--- src/rtl/quad_load_align.sv ---
// Sequential load aligner: shifts a RAM word right one byte per clock, then masks/extends to the access size.
// Optional sign extension (port sign_ext) is built only when QUAD_LOAD_ALIGN_SIGNEXT_EN is defined.
//
// state   | meaning
// IDLE    | ready for a request, in_ready = 1
// SHIFT   | shifting sh_q right one byte per cycle until cnt_q reaches zero
// DONE    | result held on data_out/oob until out_ready
module quad_load_align #(
   parameter int DATA_W = 64,
   parameter int OFF_W  = $clog2(DATA_W/8)
) (
   input  logic              clk,
   input  logic              rst_n,
   input  logic              in_valid,
   output logic              in_ready,
   input  logic [DATA_W-1:0] data_in,
   input  logic [OFF_W-1:0]  offset,
   input  logic [1:0]        size,
`ifdef QUAD_LOAD_ALIGN_SIGNEXT_EN
   input  logic              sign_ext,
`endif
   output logic              out_valid,
   input  logic              out_ready,
   output logic [DATA_W-1:0] data_out,
   output logic              oob,
   output logic              busy
);

   localparam logic [1:0] S_IDLE  = 2'd0;
   localparam logic [1:0] S_SHIFT = 2'd1;
   localparam logic [1:0] S_DONE  = 2'd2;
   localparam int NBYTES = DATA_W/8;

   logic [1:0]        state_q, state_d;
   logic [DATA_W-1:0] sh_q, sh_d;
   logic [OFF_W-1:0]  cnt_q, cnt_d;
   logic [1:0]        size_q, size_d;
   logic              oob_q, oob_d;
   logic [DATA_W-1:0] dout_q, dout_d;
`ifdef QUAD_LOAD_ALIGN_SIGNEXT_EN
   logic              sx_q, sx_d;
   logic              fill;
`endif

   int                req_bytes;
   logic              req_oob;
   int                keep_bits;
   logic [DATA_W-1:0] keep_mask;
   logic [DATA_W-1:0] fmt_val;
   logic              accept;

   assign in_ready  = (state_q == S_IDLE);
   assign out_valid = (state_q == S_DONE);
   assign busy      = (state_q != S_IDLE);
   assign data_out  = dout_q;
   assign oob       = oob_q;
   assign accept    = in_valid && in_ready;

   // Access sizes wider than the RAM word clamp to the full word.
   always_comb begin
      req_bytes = 1 << size;
      if (req_bytes > NBYTES) req_bytes = NBYTES;
      req_oob = (int'(offset) + req_bytes) > NBYTES;
   end

   always_comb begin
      keep_bits = 8 << size_q;
      if (keep_bits > DATA_W) keep_bits = DATA_W;
      keep_mask = ~({DATA_W{1'b1}} << keep_bits);
`ifdef QUAD_LOAD_ALIGN_SIGNEXT_EN
      // keep_mask ^ (keep_mask >> 1) isolates the sign bit position of the selected size.
      fill    = sx_q & (|(sh_q & (keep_mask ^ (keep_mask >> 1))));
      fmt_val = (sh_q & keep_mask) | ({DATA_W{fill}} & ~keep_mask);
`else
      fmt_val = sh_q & keep_mask;
`endif
   end

   always_comb begin
      state_d = state_q;
      sh_d    = sh_q;
      cnt_d   = cnt_q;
      size_d  = size_q;
      oob_d   = oob_q;
      dout_d  = dout_q;
`ifdef QUAD_LOAD_ALIGN_SIGNEXT_EN
      sx_d    = sx_q;
`endif
      case (state_q)
         S_IDLE: begin
            if (accept) begin
               sh_d    = data_in;
               cnt_d   = offset;
               size_d  = size;
               oob_d   = req_oob;
`ifdef QUAD_LOAD_ALIGN_SIGNEXT_EN
               sx_d    = sign_ext;
`endif
               state_d = S_SHIFT;
            end
         end
         S_SHIFT: begin
            if (cnt_q != '0) begin
               sh_d  = sh_q >> 8;
               cnt_d = cnt_q - OFF_W'(1);
            end else begin
               dout_d  = fmt_val;
               state_d = S_DONE;
            end
         end
         S_DONE: begin
            if (out_ready) state_d = S_IDLE;
         end
         default: state_d = S_IDLE;
      endcase
   end

   always_ff @(posedge clk or negedge rst_n) begin
      if (!rst_n) begin
         state_q <= S_IDLE;
         sh_q    <= '0;
         cnt_q   <= '0;
         size_q  <= '0;
         oob_q   <= 1'b0;
         dout_q  <= '0;
`ifdef QUAD_LOAD_ALIGN_SIGNEXT_EN
         sx_q    <= 1'b0;
`endif
      end else begin
         state_q <= state_d;
         sh_q    <= sh_d;
         cnt_q   <= cnt_d;
         size_q  <= size_d;
         oob_q   <= oob_d;
         dout_q  <= dout_d;
`ifdef QUAD_LOAD_ALIGN_SIGNEXT_EN
         sx_q    <= sx_d;
`endif
      end
   end

endmodule
--- config.mk ---
export PLATFORM = sky130hd
export DESIGN_NAME = quad_load_align
export DESIGN_NICKNAME = d
export VERILOG_FILES = /design/src/rtl/quad_load_align.sv
export SDC_FILE = /design/constraint.sdc
export NUM_CORES = 1
export LEC_CHECK = 0
export ABC_AREA = 1
export CORE_ASPECT_RATIO = 1.4
export CORE_MARGIN = 3
export CORE_UTILIZATION = 49
export CTS_BUF_LIST = sky130_fd_sc_hd__clkbuf_8
export DETAILED_ROUTE_END_ITERATION = 6
export PLACE_DENSITY = 0.77
export SLEW_MARGIN = 30
export SYNTH_ARGS = -nofsm -noshare
export SYNTH_HDL_FRONTEND = slang
export SYNTH_SLANG_ARGS = --single-unit
--- constraint.sdc ---
create_clock -name clk -period 4.1 [get_ports clk]
set_clock_uncertainty 0.1 [all_clocks]
set_input_delay 0.615 -clock clk [delete_from_list [all_inputs] [get_ports clk]]
set_output_delay 0.615 -clock clk [all_outputs]
set_load 0.01 [all_outputs]
==> flow_summary.yaml <==
timing:
  finalMaxSlewViolations: 0
  rsz0062_at_grt: "no"
  hold_viol_final: 0
  tns_ns: 0
  fin_crit_ns: 2.81
  setup_violations: 0
  relSlewSlack_pct: 40.1
  tightestPinTransition_ns: 0.889
  fmax_ghz: 0.356
  final.period_utilization_pct: 68.5
cells_and_area:
  layout-drive-gt1-share_pct: 5.02
  regArea_mm2: 0.00340
  stdcell_count: 921
  multi_input_area_mm2: 0.00210
  diodes: 0
  area_delta_synth_final_pct: 32.6
  fin_nets: 845
  fillers: 929
  final_design_area_no_fill_mm2: 0.00764
clock_tree:
  clk_pin_slew_ns: 0.07
  postCtsSetupBuffers: 0
  clockRootBuffer: "clkbuf_8"
  cts_sinks: 136
  htree_levels: 4
  cts.repair.resized: 0
  numCtsBuffers: 17
  insertion_delay_ns: 0.43
  cts.path.max_buffers: 2
  cts_tree: "done"
  postCtsHoldBufs: 0
critical_path:
  startpoint_type: "register"
  slowest_delay_ns: 0.86
  required_ns: 4.30
  cpMaxStageDelayCell: "clkinv_2"
  critical_path.max_fanout: 59
  critical_path_class: "reg2reg"
  cp.arrival_ns: 3.01
  path_cells: "nand2_2 > clkinv_2 > nand2_1 > nand2_1 > nand2_1 > o21ai_0"
  crit_path_frequent_cell: "nand2_1"
  cp-end-kind: "register"
yosys:
  async_reset_ff_share_pct: 100
  synth_area_leaders: "dfrtp_1 59%, nand2_1 15%, o21ai_0 6.8%, o21a_1 6.3%, nand3_1 4.6%"
  netlist_area_mm2: 0.00576
  ys_warn_count: 0
  synth_fp_nets: 717
  synthCells: 638
  synth_common_cells: "233 x nand2_1, 136 x dfrtp_1, 78 x o21ai_0, 53 x nand3_1, 48 x o21a_1"
  synth_edf_count: 0
  synth_area_per_cell_um2: 9.03
  synth_top_cell_by_area: "dfrtp_1"
  dominantRegCellSynth: "dfrtp_1"
  ys_seq_area_share_pct: 59.1
  ys_types: 23
  yosysMostFrequentCell: "nand2_1"
  synth_top_area_share_pct: 59.1
  ys_ff_latch: 136
grt:
  grt_max_degree: 106
  grt_pass1_vias: 4988
  overflow: 0
  antenna_found_initial: 0
  grt_pass1_wl_um: 24200
  grt_usage_pct: 23.2
floorplanning:
  core_mm2: 0.0114
  die_h_um: 134
  die_x_um: 97.6
  dieArea_mm2: 0.0131
  io_pins: 141
  initial_core_util_pct: 50.6
  rows: 46
route:
  wl_per_cell_um: 15.9
  ant_nets: 0
  drc: 0
  postRouteWirelength_um: 14700
  viasPerCell: 5.37
  first_pass_iters: 4
  num_vias: 4947
  first_iter_violations: 316
power_and_ir_drop:
  power.leakage_nw: 3.48
  peakVddDrop_mv: 0.510
  p_per_area_mw_per_mm2: 852
placement:
  placed_area_mm2: 0.00723
  port-buffer-count: 140
  dp_hpwl_um: 10000
  place.gp.congestion: 0.819
  dp_cells: 891
hold_path:
  hold_path.class: "in2async"
flow_run:
  maxCapViolCount: 0
status:
  status: "complete, no violations"
## placed cells by master (no fill, tap or decap), types with 2 or more instances in the layout
master	netlist	layout
o21a_1	48	48
clkinvlp_4	0	2
nand3_1	53	52
o21ai_0	78	78
clkinv_2	0	4
clkdlybuf4s50_1	0	139
buf_4	2	3
nand2_2	2	2
bufinv_16	0	4
a21oi_1	3	3
ha_1	5	5
nor2_1	10	10
nand2_1	233	233
clkbuf_8	0	18
inv_1	24	27
dfrtp_1	136	136
## critical path: cells and delay by family, from the launching register on
| family | cells | cell delay [ns] |
|---|---|---|
| and+or+nand+nor | 4 | 1.18 |
| DFF | 1 | 0.41 |
| buffers and inverters | 1 | 0.86 |
| AOI/OAI and AO/OA | 1 | 0.08 |
## routing by layer
metal  global-route usage (%)  wire, µm  part of all wire [%]
met4                     8.47       311                   2.1
met1                     28.6      5870                    40
met3                     5.36       760                   5.2
met2                     40.0      7740                    53
met5                        0         0                     0
## state kept, by name, indices dropped and copies added (netlist names)
name	cells
cnt_q	3
size_q	2
data_out	64
state_q	2
sh_q	64
oob	1
## layout make-up
cell class / instances / area share [%]
clock buffers: 18 / 3.24
clock inverters: 12 / 2.11
inverters: 28 / 1.42
multi-input cells: 439 / 27.4
flip-flops and latches: 136 / 44.5
well taps: 144 / 2.36
repair buffers: 144 / 18.9
## worst paths after layout
check | cells past startpoint | start | slack [ns] | to
min in group clk | 2 | sh_q[59] | 0.38 | sh_q[59]
max | 6 | state_q[0] | 1.29 | sh_q[6]
min reg2reg | 2 | sh_q[59] | 0.38 | sh_q[59]
max in group asynchronous | 2 | rst_n | 2.95 | data_out[44]
max reg2reg | 6 | state_q[0] | 1.29 | sh_q[6]
min | 1 | rst_n | 0.07 | data_out[2]
## cell families after synthesis
| logic type | count (synthesis) | share of synthesized area [%] |
|---|---|---|
| simple gates | 298 | 20.7 |
| flops | 136 | 59.1 |
| compound gates | 134 | 14.1 |
| buf+inv | 63 | 4.65 |
| fa+ha+maj | 6 | 1.43 |
| xor+xnor | 1 | 0.152 |
## metrics by stage
stage                     power, mW  hold slack [ns]  worst slack [ns]  util (%)
after global placement         5.26            0.361              1.53      63.4
after detailed placement       5.38            0.363              1.50      63.5
after CTS                      6.56           0.0783              1.46      67.1
after global routing           7.01            0.104             0.989      67.1
final                          6.51           0.0698              1.29      67.1
after floorplan                4.21            0.219              2.22         -
## where the power goes
group	total, mW	switching, mW	internal [mW]	leakage (nW)
Sequential	2.36	0.368	2.00	1.70
Combinational	3.00	1.71	1.29	1.57
Clock	1.15	0.484	0.662	0.214
Total	6.51	2.56	3.95	3.48
Power figures use the tool's default switching activity.
